## src/rtl/hazard_ctrl.sv

```systemverilog
// hazard_ctrl: stall/flush generation for the five-stage MIPS pipeline.
//
// Watches the instructions in D, E and M and compares when D needs each source
// register (Tuse) with when the producer in E or M will have its result ready
// (Tnew). It also owns the multiply/divide busy counter, so D is held for
// hi/lo accesses while an MDU operation is still running.
//
// Ports:
//   clk        rising-edge clock
//   rst        asynchronous active-low reset
//   ins_D      instruction at the IF/ID output
//   ins_E      instruction at the ID/EX output
//   ins_M      instruction in M
//   stall_F    hold the PC (1 = hold)
//   stall_D    hold IF/ID (1 = hold)
//   flush_E    clear ID/EX to a nop on the next edge
//   mdu_busy   hi/lo not yet valid
//   stat_clr   (HAZARD_STAT_EN only) synchronous clear of stall_cnt
//   stall_cnt  (HAZARD_STAT_EN only) count of stalled cycles, wraps at 2^32
//
// Optional feature: define HAZARD_STAT_EN to add the stall statistics counter.
module hazard_ctrl #(
  parameter int MULT_LAT = 5,
  parameter int DIV_LAT  = 10
) (
  input  logic        clk,
  input  logic        rst,
  input  logic [31:0] ins_D,
  input  logic [31:0] ins_E,
  input  logic [31:0] ins_M,
`ifdef HAZARD_STAT_EN
  input  logic        stat_clr,
  output logic [31:0] stall_cnt,
`endif
  output logic        stall_F,
  output logic        stall_D,
  output logic        flush_E,
  output logic        mdu_busy
);

  localparam logic [3:0] MULT_N = 4'(MULT_LAT);
  localparam logic [3:0] DIV_N  = 4'(DIV_LAT);

  function automatic logic is_load(input logic [5:0] op);
    return (op == 6'h20) || (op == 6'h21) || (op == 6'h23) ||
           (op == 6'h24) || (op == 6'h25);
  endfunction

  function automatic logic is_store(input logic [5:0] op);
    return (op == 6'h28) || (op == 6'h29) || (op == 6'h2B);
  endfunction

  // Destination register; 0 means "no destination" and can never hazard.
  function automatic logic [4:0] dst_of(input logic [31:0] ins);
    logic [5:0] op;
    logic [5:0] fn;
    logic [4:0] d;
    op = ins[31:26];
    fn = ins[5:0];
    d  = 5'd0;
    if (is_load(op) || (op[5:3] == 3'b001)) begin
      d = ins[20:16];
    end else if (op == 6'h00) begin
      // jr, mult/multu/div/divu and mthi/mtlo write no GPR
      if (!((fn == 6'h08) || (fn[5:2] == 4'b0110) ||
            (fn == 6'h11) || (fn == 6'h13))) begin
        d = ins[15:11];
      end
    end else if (op == 6'h03) begin
      d = 5'd31;
    end
    return d;
  endfunction

  // Cycles until the result exists, for the instruction sitting in E.
  function automatic logic [1:0] tnew_e(input logic [31:0] ins);
    logic [5:0] op;
    op = ins[31:26];
    if (is_load(op))                               return 2'd2;
    else if ((op[5:3] == 3'b001) || (op == 6'h00)) return 2'd1;
    else                                           return 2'd0;
  endfunction

  // Only a load still has an outstanding result once it reaches M.
  function automatic logic [1:0] tnew_m(input logic [31:0] ins);
    return is_load(ins[31:26]) ? 2'd1 : 2'd0;
  endfunction

  // {reads, tuse} for the rs field of the instruction in D.
  function automatic logic [2:0] rs_use(input logic [31:0] ins);
    logic [5:0] op;
    logic [5:0] fn;
    op = ins[31:26];
    fn = ins[5:0];
    if (op == 6'h00)
      return ((fn == 6'h08) || (fn == 6'h09)) ? 3'b1_00 : 3'b1_01;
    else if ((op == 6'h04) || (op == 6'h05))
      return 3'b1_00;
    else if ((op == 6'h01) || (op == 6'h06) || (op == 6'h07) ||
             (op[5:3] == 3'b001) || is_load(op) || is_store(op))
      return 3'b1_01;
    else
      return 3'b0_00;
  endfunction

  // {reads, tuse} for the rt field; a store needs its data only in M.
  function automatic logic [2:0] rt_use(input logic [31:0] ins);
    logic [5:0] op;
    logic [5:0] fn;
    op = ins[31:26];
    fn = ins[5:0];
    if ((op == 6'h00) && (fn != 6'h08) && (fn != 6'h09)) return 3'b1_01;
    else if ((op == 6'h04) || (op == 6'h05))             return 3'b1_00;
    else if (is_store(op))                               return 3'b1_10;
    else                                                 return 3'b0_00;
  endfunction

  function automatic logic src_hazard(input logic [4:0] src,
                                      input logic [2:0] use_t,
                                      input logic [4:0] dst_e,
                                      input logic [1:0] tn_e,
                                      input logic [4:0] dst_m,
                                      input logic [1:0] tn_m);
    return use_t[2] && (src != 5'd0) &&
           (((src == dst_e) && (use_t[1:0] < tn_e)) ||
            ((src == dst_m) && (use_t[1:0] < tn_m)));
  endfunction

  logic [3:0] cnt;
  logic       mult_E;
  logic       div_E;
  logic       mdu_op_D;
  logic       data_stall;
  logic       stall;

  assign mult_E   = (ins_E[31:26] == 6'h00) && (ins_E[5:1] == 5'b01100);
  assign div_E    = (ins_E[31:26] == 6'h00) && (ins_E[5:1] == 5'b01101);
  // mfhi/mthi/mflo/mtlo (0x10-0x13) and mult/multu/div/divu (0x18-0x1B)
  assign mdu_op_D = (ins_D[31:26] == 6'h00) &&
                    ((ins_D[5:2] == 4'b0100) || (ins_D[5:2] == 4'b0110));

  always_comb begin
    data_stall = 1'b0;
    if (src_hazard(ins_D[25:21], rs_use(ins_D), dst_of(ins_E), tnew_e(ins_E),
                   dst_of(ins_M), tnew_m(ins_M)) ||
        src_hazard(ins_D[20:16], rt_use(ins_D), dst_of(ins_E), tnew_e(ins_E),
                   dst_of(ins_M), tnew_m(ins_M))) begin
      data_stall = 1'b1;
    end
  end

  // Busy counter: a start op in E loads the latency, then counts down to 0.
  // E is never held, so a start op occupies E for exactly one cycle.
  always_ff @(posedge clk or negedge rst) begin
    if (!rst) begin
      cnt <= 4'd0;
    end else if (mult_E) begin
      cnt <= MULT_N;
    end else if (div_E) begin
      cnt <= DIV_N;
    end else if (cnt != 4'd0) begin
      cnt <= cnt - 4'd1;
    end
  end

  // All outputs are gated by rst so they read 0 throughout reset.
  assign mdu_busy = rst && (mult_E || div_E || (cnt != 4'd0));
  assign stall    = rst && (data_stall || (mdu_op_D && mdu_busy));
  assign stall_F  = stall;
  assign stall_D  = stall;
  assign flush_E  = stall;

`ifdef HAZARD_STAT_EN
  always_ff @(posedge clk or negedge rst) begin
    if (!rst) begin
      stall_cnt <= 32'd0;
    end else if (stat_clr) begin
      stall_cnt <= 32'd0;
    end else if (stall) begin
      stall_cnt <= stall_cnt + 32'd1;
    end
  end
`endif

  // Instruction fields that play no part in hazard detection.
  logic unused_fields;
  assign unused_fields = ^{ins_D[15:6], ins_E[25:21], ins_E[10:6],
                           ins_M[25:21], ins_M[10:6]};

endmodule

```

## config.mk

```make
export PLATFORM = sky130hd
export DESIGN_NAME = hazard_ctrl
export DESIGN_NICKNAME = d
export VERILOG_FILES = /design/src/rtl/hazard_ctrl.sv
export SDC_FILE = /design/constraint.sdc
export NUM_CORES = 1
export LEC_CHECK = 0
export ABC_AREA = 1
export CORE_ASPECT_RATIO = 1.25
export CORE_UTILIZATION = 31
export DETAILED_ROUTE_END_ITERATION = 7
export PLACE_DENSITY = 0.9
export SETUP_SLACK_MARGIN = 0.05
export SYNTH_ARGS = -nofsm -noshare
export SYNTH_HDL_FRONTEND = slang
export SYNTH_SLANG_ARGS = --single-unit
```

## constraint.sdc

```tcl
create_clock -name clk -period 2.05 [get_ports clk]
set_clock_uncertainty 0.15 [all_clocks]
set_input_delay 0.41 -clock clk [delete_from_list [all_inputs] [get_ports clk]]
set_output_delay 0.41 -clock clk [all_outputs]
set_load 0.01 [all_outputs]
```

==> flow_metrics.tcl, run 1 <==
set metrics [dict create \
    m1WireLength_mm 1.773 \
    pin_count 102 \
    yosysMostFrequentCell "nand2_1" \
    powerDensity_nw_per_um2 392.7 \
    r2r-end "cnt[0]" \
    report.final.slew_viol_count 0 \
    synthSimpleGateAreaFrac_pct 65.18 \
    async_flop_share_pct 100.0 \
    n_antenna_cell 0 \
    numPlacedInstances 400 \
    drt_iter0_drc 53 \
    yosys.cell_types.count 32 \
    vias 2004 \
    crit_type "in -> out" \
    area_growth_pct 99.03 \
    syn-num-nets 359 \
    fp.dieW_um 59.70 \
    synth_top_area_share_pct 32.01 \
    cp-start-kind "primary input" \
    die-area_um2 4425 \
    cts_buffer_depth 2 \
    gp_congestion 0.9553 \
    largest_reg_flops 4 \
    cts.sinks 4 \
    seq_area_frac_synth_pct 7.759 \
    h-tree-depth 1 \
    first_pass_iters 4 \
    crit_required_ns 1.49 \
    hold_path.class "in -> async" \
    drc_errors 0 \
    fin_crit_sh_pct 122.8 \
    violations "setup timing" \
    grt_max_degree 6 \
    syn_area_per_cell_um2 5.000 \
    synth_ff_type "dfrtp_1" \
    vias_per_cell 4.841 \
    nNetsFinal 463 \
    netlist_instances 258 \
    grt_pass1_vias 1980 \
    fin_crit_ns 2.518 \
    tightest_slew_ns 0.3166 \
    fmax_ghz 0.3971 \
    status "finished, violations left" \
    cts_root_buf "clkbuf_8" \
    yosysTopAreaCell "nand2_1" \
    p_leak_nw 1.292 \
    ant_nets 0 \
    design_area_um2 2567 \
    slew_headroom_pct 78.73 \
    synth_top_family_by_area "simple AND/OR/NAND/NOR gates" \
    post-place-ws_ns -1.258 \
    synth_edf_count 0 \
    startpoint "ins_D[27]" \
    synth_commonest_cells "nand2_1 (110), inv_1 (34), nor2_1 (31), nand3_1 (28)" \
    r2r_start "cnt[0]" \
    synth_area_um2 1290 \
    rsz0062_at_grt "true" \
    grt_pass1_wl_mm 7.576 \
    tritoncts "yes" \
    core_um2 3879 \
    reg_top3 "cnt x4" \
    drv_cap 0 \
    wl_per_cell_um 11.60 \
    max_flop_register "cnt" \
    place_hpwl_mm 3.597 \
    netlist_top_cells_area "nand2_1 (32%), nand3_1 (11%), inv_1 (9.9%)" \
    crit_fanout 3 \
    crit_path_end_kind "output pin" \
    antenna_found_initial 0 \
    dpl-instance-area_um2 2226 \
    crit_end "stall_D" \
    port_buffers 70 \
    wl_met3_um 306 \
    final_hold_viol_count 0 \
    synth_compound_area_share_pct 10.09 \
    numCtsBuffers 3 \
    ys_seq_elements 4 \
    route.met2.wl_mm 2.654 \
    rows 25 \
    grt_util_all_layers_pct 21.79 \
    fin_ws_ns -0.4683 \
    routed_wl_mm 4.803 \
    top_layer_used "met4" \
    synthAdderAreaFrac_pct 2.910 \
    finalSetupViolations 4 \
    worstRegToRegCells 8 \
    vdd_drop_max_uv 519.6 \
    clkSlewWorstSetupHoldPaths_ns 0.03 \
    yosys-mux-area-fraction_pct 0 \
    r2r_slack_ns 0.34 \
    die_h_um 74.12 \
    finalNonFillerCells 414 \
    initial_core_util_pct 33.26 \
    ys_warn_count 0 \
    cp.arrival_ns 1.96 \
    synth-xor-area-share_pct 2.716 \
    drive_gt1_share_pct 41.67 \
    grt-ovfl-total 0 \
    clk-insertion-delay-late_ns 0.21 \
]
==> worst max-delay path, stage by stage <==
cell,delay [ns]
buf_2,0.13
inv_6,0.03
nor2_1,0.12
nor2_2,0.07
nand2_2,0.06
inv_2,0.05
buf_4,0.12
buf_4,0.12
buf_4,0.12
buf_4,0.13
nor2_2,0.11
a32oi_2,0.06
nand2_1,0.09
nand3_1,0.07
nand2_1,0.08
inv_2,0.06
buf_6,0.11
==> cell usage in the layout (no fill, tap or decap), types with 7 or more instances in the layout <==
master	n
clkdlybuf4s50_1	31
nor2_4	8
buf_2	13
nand3_1	24
buf_6	14
nor2_1	18
inv_2	7
inv_1	26
buf_4	27
nand2_2	36
nor2_2	11
nand2_1	74
==> routing by layer <==
metal / vias to the layer above / track usage, %
met5: - / 0
met4: 0 / 8.010
met3: 8 / 4.000
met2: 72 / 44.20
met1: 902 / 21.01
li1: 1022 / -
==> area by class of cell <==
type | count | area [µm²]
clock buffer | 3 | 41.29
fill | 341 | 1311
inverter | 35 | 138.9
multi-input combinational | 217 | 1331
sequential | 4 | 100.1
tap | 54 | 67.56
timing repair buffer | 101 | 888.4
==> stage by stage <==
| step | total power (W) | setup TNS [ns] | utilization (%) | hold slack, ns |
|---|---|---|---|---|
| floorplan | 0.0004434 | -0.3586 | - | -0.03559 |
| global placement | 0.0007332 | -5.071 | 57.39 | 0.3284 |
| detailed placement | 0.0007553 | -5.320 | 57.39 | 0.3356 |
| CTS | 0.0009532 | -1.461 | 63.16 | 0.3339 |
| global route | 0.001094 | -1.955 | 66.19 | 0.3663 |
| finish | 0.001008 | -1.499 | 66.19 | 0.3397 |
==> where the power goes <==
part	leakage, nW	internal, W	total [W]	switching, W
logic	1.22	0.000383	0.000699	0.000316
registers	0.0480	0.000124	0.000150	0.0000266
clock network	0.0216	0.000125	0.000159	0.0000348
total	1.29	0.000631	0.00101	0.000377
==> cells by family after synthesis <==
group / Yosys count
DFF: 4
xor gates and xnor gates: 4
AOI/OAI and AO/OA: 19
and+or+nand+nor: 191
adders and majority gates: 3
buffers and inverters: 37
==> how the worst min path moves through the flow <==
stage                       from      to  slack [ns]  cells after the start
after floorplan              rst  cnt[0]       -0.04                      0
after global placement    cnt[0]  cnt[0]        0.33                      2
after detailed placement  cnt[0]  cnt[0]        0.34                      2
after CTS                    rst  cnt[1]        0.33                      2
after global routing         rst  cnt[1]        0.37                      2
final                        rst  cnt[1]        0.34                      2
==> timing repair <==
| item | in CTS | in global routing |
|---|---|---|
| gates resized for setup | 186 | 47 |
| setup buffers | 11 | 1 |
| hold endpoints to repair | 0 | 0 |
| pin swaps | 69 | 56 |
| hold buffers | 0 | 0 |
| endpoints found under the setup margin | 7 | 4 |
Note: power is estimated with default switching activity, not from simulation.
==> run 2, diff against run 1 <==
--- a/config.mk
+++ b/config.mk
@@ -7,7 +7,7 @@
 export LEC_CHECK = 0
-export ABC_AREA = 1
 export CORE_ASPECT_RATIO = 1.25
-export CORE_UTILIZATION = 31
+export CORE_UTILIZATION = 28
 export DETAILED_ROUTE_END_ITERATION = 7
-export PLACE_DENSITY = 0.9
+export PLACE_DENSITY = 0.89
+export RECOVER_POWER = 25
 export SETUP_SLACK_MARGIN = 0.05
==> constraint.sdc (replaced) <==
create_clock -name clk -period 2.05 [get_ports clk]
set_clock_uncertainty 0.15 [all_clocks]
set_input_delay 0.3075 -clock clk [delete_from_list [all_inputs] [get_ports clk]]
set_output_delay 0.3075 -clock clk [all_outputs]
set_load 0.01 [all_outputs]
==> run 2 against run 1 <==
Against the previous run:
- the run ends with DRC, setup timing left
- hold slack got worse by 0.15 ns
- synthesized cell count decreased by 42%
- first-iteration DRC count decreased by 26%
- sequential share of layout area about the same
- critical path type unchanged
==> flow_metrics.tcl, run 2 <==
set metrics [dict create \
    r2r_start "cnt[0]" \
    fin_crit_sh_pct 143.6 \
    powerDensity_nw_per_um2 410.2 \
    synth_area_um2 1080 \
    area_growth_pct 136.4 \
    path_cells "buf_6 -> or2_1 -> o311a_4 -> a221oi_4 -> xnor2_1 -> nor4_2 -> nand2_1 -> a21oi_2 -> o31a_1 -> buf_2" \
    gp_congestion 0.9023 \
    numPlacedInstances 304 \
    netlist_top_cells_area "xnor2_1 (13%), dfrtp_1 (9.3%), a221oi_1 (5.7%)" \
    cp.arrival_ns 2.49 \
    fin_crit_ns 2.943 \
    tritoncts "yes" \
    antenna_found_initial 0 \
    post-place-ws_ns -1.617 \
    crit_required_ns 1.59 \
    violations "DRC, setup timing" \
    slowest_delay_ns 0.45 \
    port_buffers 70 \
    dpl-instance-area_um2 2227 \
    grt_util_all_layers_pct 23.88 \
    crit_fanout 5 \
    rsz0062_at_grt "true" \
    grt_pass1_wl_mm 7.652 \
    netlist_instances 150 \
    fmax_ghz 0.3398 \
    fin_util_pct 71.43 \
    status "finished, violations left" \
    drv_cap 0 \
    reg_top3 "cnt x4" \
    n_antenna_cell 0 \
    vias 1669 \
    worstRegToRegCells 7 \
    drc_errors 3 \
    synth_edf_count 0 \
    crit_path_end_kind "output pin" \
    design_area_um2 2552 \
    cts.sinks 4 \
    largest_reg_flops 4 \
    tightest_slew_ns 0.3780 \
    synth_top_area_share_pct 12.98 \
    slowest_stage "o311a_4" \
    ys_warn_count 0 \
    r2r-end "cnt[0]" \
    core_um2 3573 \
    initial_core_util_pct 30.22 \
    ant_nets 0 \
    vdd_drop_max_uv 237.4 \
    die_h_um 71.43 \
    place_hpwl_mm 3.576 \
    critPathBufInv 2 \
    min_path_cells 2 \
    clkSlewWorstSetupHoldPaths_ns 0.03 \
    min_to "cnt[2]" \
    max_flop_register "cnt" \
    pin_count 102 \
    die-area_um2 4110 \
    r2r_slack_ns 0.45 \
    path_delay_family "compound AO/OA/AOI/OAI gates" \
    nNetsFinal 380 \
    routed_wl_mm 4.910 \
    crit_type "in -> out" \
    wl_per_cell_um 15.54 \
    fin_ws_ns -0.8930 \
    first_pass_iters 6 \
    report.final.slew_viol_count 0 \
    hold_path.class "in -> reg" \
    async_flop_share_pct 100.0 \
    synth_ff_type "dfrtp_1" \
    yosys.cell_types.count 45 \
    cts_root_buf "clkbuf_8" \
    clk-insertion-delay-late_ns 0.22 \
    grt_max_degree 8 \
    cts_buffer_depth 2 \
    layout_commonest_cell "buf_4" \
    fp.dieW_um 57.55 \
    synth_commonest_cells "xnor2_1 (16), nand2_1 (12), nor2_1 (12), a21oi_1 (10), o21ai_0 (10)" \
    syn-num-nets 251 \
    final_hold_viol_count 0 \
    slew_headroom_pct 74.61 \
    ys_seq_elements 4 \
    numCtsBuffers 3 \
    hp-start "ins_E[1]" \
    p_leak_nw 1.076 \
    drt_iter0_drc 39 \
    finalNonFillerCells 316 \
    yosysTopAreaCell "xnor2_1" \
    final_cell_mix "buf_4 (50), clkdlybuf4s50_1 (36), nand2_1 (12), xnor2_1 (12), buf_2 (12)" \
    vias_per_cell 5.282 \
    yosysMostFrequentCell "xnor2_1" \
    rows 24 \
    drive_gt1_share_pct 42.60 \
    grt-ovfl-total 0 \
    hold_buffers 0 \
    cp-start-kind "primary input" \
    seq_area_frac_synth_pct 9.270 \
    syn_area_per_cell_um2 7.199 \
    grt_pass1_vias 1778 \
    h-tree-depth 1 \
    finalSetupViolations 4 \
]
-- run 2: cell types whose count changed in the layout (fill, tap and decap cells not counted), moves of 7 or more --
| cell | delta |
|---|---|
| nand2_2 | -36 |
| inv_2 | -7 |
| inv_1 | -20 |
| nor2_4 | -8 |
| buf_4 | +23 |
| nand2_1 | -62 |
| o21ai_0 | +8 |
| nor2_2 | -9 |
| xnor2_1 | +11 |
| nand3_1 | -22 |
| nor2_1 | -8 |
-- run 2: kinds of logic after synthesis --
family	Yosys count	share of synthesized area, %
buffers and inverters	9	3.823
xor gates and xnor gates	23	18.66
AOI/OAI and AO/OA	46	31.29
and+or+nand+nor	64	32.56
DFF	4	9.270
adders and majority gates	4	4.404
-- run 2: power by group --
part / leakage [nW] / switching (W) / total (W) / internal (W)
registers: 0.0479 / 0.0000201 / 0.000144 / 0.000124
clock network: 0.0216 / 0.0000434 / 0.000169 / 0.000125
logic: 1.01 / 0.000307 / 0.000734 / 0.000427
-- run 2: per-layer routing --
metal	wire (µm)	track usage, %
met1	1758	22.64
met2	2787	49.74
met3	245	3.249
met4	119	8.672
met5	0	0
-- run 2: through the flow --
step / TNS (ns) / power (W) / hold WS [ns]
final: -2.697 / 0.001047 / 0.1934
after CTS: -2.579 / 0.001019 / 0.1898
after global routing: -3.058 / 0.001124 / 0.2135
after global placement: -6.534 / 0.0007831 / 0.4551
after floorplan: -1.535 / 0.0004195 / -0.1381
after detailed placement: -6.854 / 0.0008069 / 0.4586
-- run 2: how the worst max path moves through the flow --
stage	start	end	cells after the start
after floorplan	ins_M[0]	stall_D	9
after global placement	ins_M[28]	stall_D	10
after detailed placement	ins_E[28]	stall_D	10
after CTS	ins_M[5]	stall_D	10
after global routing	ins_E[2]	stall_D	10
final	ins_E[2]	stall_D	10
-- run 2: cell type report --
class	instances	area, µm²
inverter	6	22.52
fill	249	1021
sequential	4	100.1
clock buffer	3	41.29
timing repair buffer	127	1100
multi-input combinational	137	1240
tap	39	48.80
-- run 2: repair_timing --
| item | 4_1_cts | 5_1_grt |
|---|---|---|
| setup endpoints to repair | 8 | 4 |
| gates resized for setup | 117 | 22 |
| pin swaps | 33 | 26 |
| buffers inserted | 7 | 2 |
==> run 3, diff against run 2 <==
Settings changed: CELL_PAD_IN_SITES_DETAIL_PLACEMENT set to 2, CELL_PAD_IN_SITES_GLOBAL_PLACEMENT set to 2, CORE_ASPECT_RATIO 1.25 to unset, CORE_UTILIZATION 28 to 13, PLACE_DENSITY 0.89 to 0.9.
==> run 3 against run 2 <==
Against the previous run:
- the run ends with setup timing left
- clock power about the same
- via count grew 5.6%
- non-clock buffer count grew 12
- die area is 110% higher
- register-to-register slack lost 0.17 ns
- sequential share of layout area down 0.30 points
- setup slack lost 0.081 ns
- fmax is 2.7% lower
- count of clock-buffer cells in the layout stayed put
- highest routed layer unchanged
==> flow_metrics.tcl, run 3 (synthesis gave the netlist of run 2 again) <==
set metrics [dict create \
    status "finished, violations left" \
    violations "setup timing" \
    cp-start-kind "primary input" \
    power_frac_clock_pct 14.9 \
    nNetsFinal 392 \
    first_pass_iters 4 \
    fin_hold_ws_ns 0.3143 \
    path_cells "buf_6 -> or2_1 -> o311a_4 -> a221oi_2 -> buf_4 -> xnor2_1 -> nor4_1 -> and3_4 -> o31a_1 -> buf_2" \
    die_h_um 93.14 \
    grt_pass1_vias 2075 \
    final_hold_viol_count 0 \
    crit_path_end_kind "output pin" \
    place_hpwl_mm 5.439 \
    route.met2.wl_mm 4.184 \
    antenna_found_initial 0 \
    layout_commonest_cell "buf_4" \
    critPathBufInv 3 \
    h-tree-depth 1 \
    drc_errors 0 \
    fin_setup_tns_ns -2.937 \
    crit_fanout 5 \
    vias 1762 \
    powerDensity_nw_per_um2 407.7 \
    die-area_um2 8674 \
    clk-insertion-delay-late_ns 0.22 \
    cts_root_buf "clkbuf_8" \
    path_delay_family "compound AO/OA/AOI/OAI gates" \
    n_antenna_cell 0 \
    rows 32 \
    routed_wl_mm 7.060 \
    p_leak_nw 1.155 \
    p_switching_w 0.0004371 \
    wl_per_cell_um 18.06 \
    fp.dieW_um 93.14 \
    slew_headroom_pct 73.10 \
    vdd_drop_max_uv 165.5 \
    ant_nets 0 \
    pwr-share-comb_pct 72.2 \
    final_cell_mix "buf_4 (63), clkdlybuf4s50_1 (36), xnor2_1 (12), dlygate4sd2_1 (12)" \
    port_buffers 70 \
    initial_core_util_pct 13.69 \
    fin_crit_sh_pct 147.5 \
    reg_top3 "cnt x4" \
    swShare_pct 38.74 \
    drt_iter0_drc 28 \
    largest_reg_flops 4 \
    fin_ws_ns -0.9738 \
    slowest_delay_ns 0.44 \
    grt_pass1_wl_mm 10.97 \
    fin_crit_ns 3.024 \
    clkSlewWorstSetupHoldPaths_ns 0.03 \
    finalSetupViolations 4 \
    grt_util_all_layers_pct 16.37 \
    area_growth_pct 156.3 \
    numCtsBuffers 3 \
    rsz0062_at_grt "true" \
    tritoncts "yes" \
    gp_congestion 0.8248 \
    cts.sinks 4 \
    vias_per_cell 4.506 \
    top_layer_used "met4" \
    drv_cap 0 \
    m1WireLength_mm 2.679 \
    grt-ovfl-total 0 \
    hold_path.class "in -> reg" \
    wl_met3_um 175 \
    report.final.slew_viol_count 0 \
    crit_required_ns 1.59 \
    cts_buffer_depth 2 \
    cp.arrival_ns 2.57 \
    tightest_slew_ns 0.4035 \
    design_area_um2 2768 \
    grt_max_degree 8 \
    max_flop_register "cnt" \
    pin_count 102 \
    pwr-share-seq_pct 12.9 \
    fmax_ghz 0.3307 \
    slowest_stage "o311a_4" \
    core_um2 7888 \
    internal_power_w 0.0006913 \
    dpl-instance-area_um2 2381 \
    crit_type "in -> out" \
    drive_gt1_share_pct 47.06 \
]
[run 3: changes by cell type in the layout (fill, tap and decap cells not counted), sizes merged]
cell and change:
buf +9, clkbuf +2, clkdlybuf4s15 -2, dlygate4sd2 +4, dlymetal6s2s -1
[run 3: tightest hold or removal path, stage by stage]
cell and delay, ns:
clkbuf_2 0.10, buf_4 0.13, o21ai_0 0.09
[run 3: power groups by stage]
stage                     sequential (W)  clock, W  combinational [W]
after global placement          0.000145         0           0.000657
after CTS                       0.000147  0.000169           0.000770
after detailed placement        0.000147         0           0.000706
final                           0.000146  0.000168           0.000815
after floorplan                 0.000151         0           0.000269
after global routing            0.000150  0.000179           0.000885
[run 3: per-stage QoR]
step,std cells,power (W),utilization [%],worst slack [ns]
after floorplan,150,0.0004195,-,-0.5612
after global placement,377,0.0008014,30.19,-1.684
after detailed placement,377,0.0008534,30.19,-1.887
after CTS,389,0.001087,34.01,-0.9805
after global routing,391,0.001215,35.09,-1.067
final,391,0.001128,35.09,-0.9738
[run 3: repair_timing]
| item | CTS | global route |
|---|---|---|
| pin swaps | 38 | 18 |
| hold buffers | 0 | 0 |
| gates resized for setup | 123 | 21 |
| endpoints found under the setup margin | 8 | 4 |
| setup buffers | 11 | 2 |
[run 3: worst paths after layout]
check	startpoint	endpoint	slack, ns	depth (start not counted)
worst max-delay path	ins_E[2]	flush_E	-0.97	10
worst min-delay path	ins_E[1]	cnt[2]	0.31	3
worst max register to register	cnt[0]	cnt[0]	0.28	7
worst min register to register	cnt[2]	cnt[2]	0.56	4
max in group asynchronous	rst	cnt[1]	1.31	2
min in group asynchronous	rst	cnt[3]	0.33	2
[run 3: layout make-up]
cell class	count	area, µm²
timing repair buffer	139	1201
inverter	6	22.52
clock buffer	3	41.29
fill	873	5120
tap	102	127.6
sequential	4	100.1
multi-input combinational	137	1275
[run 3: routing by layer]
metal,vias up,GRT usage (%)
li1,851,-
met1,874,17.18
met2,35,34.99
met3,2,1.301
met4,0,2.308
met5,-,0
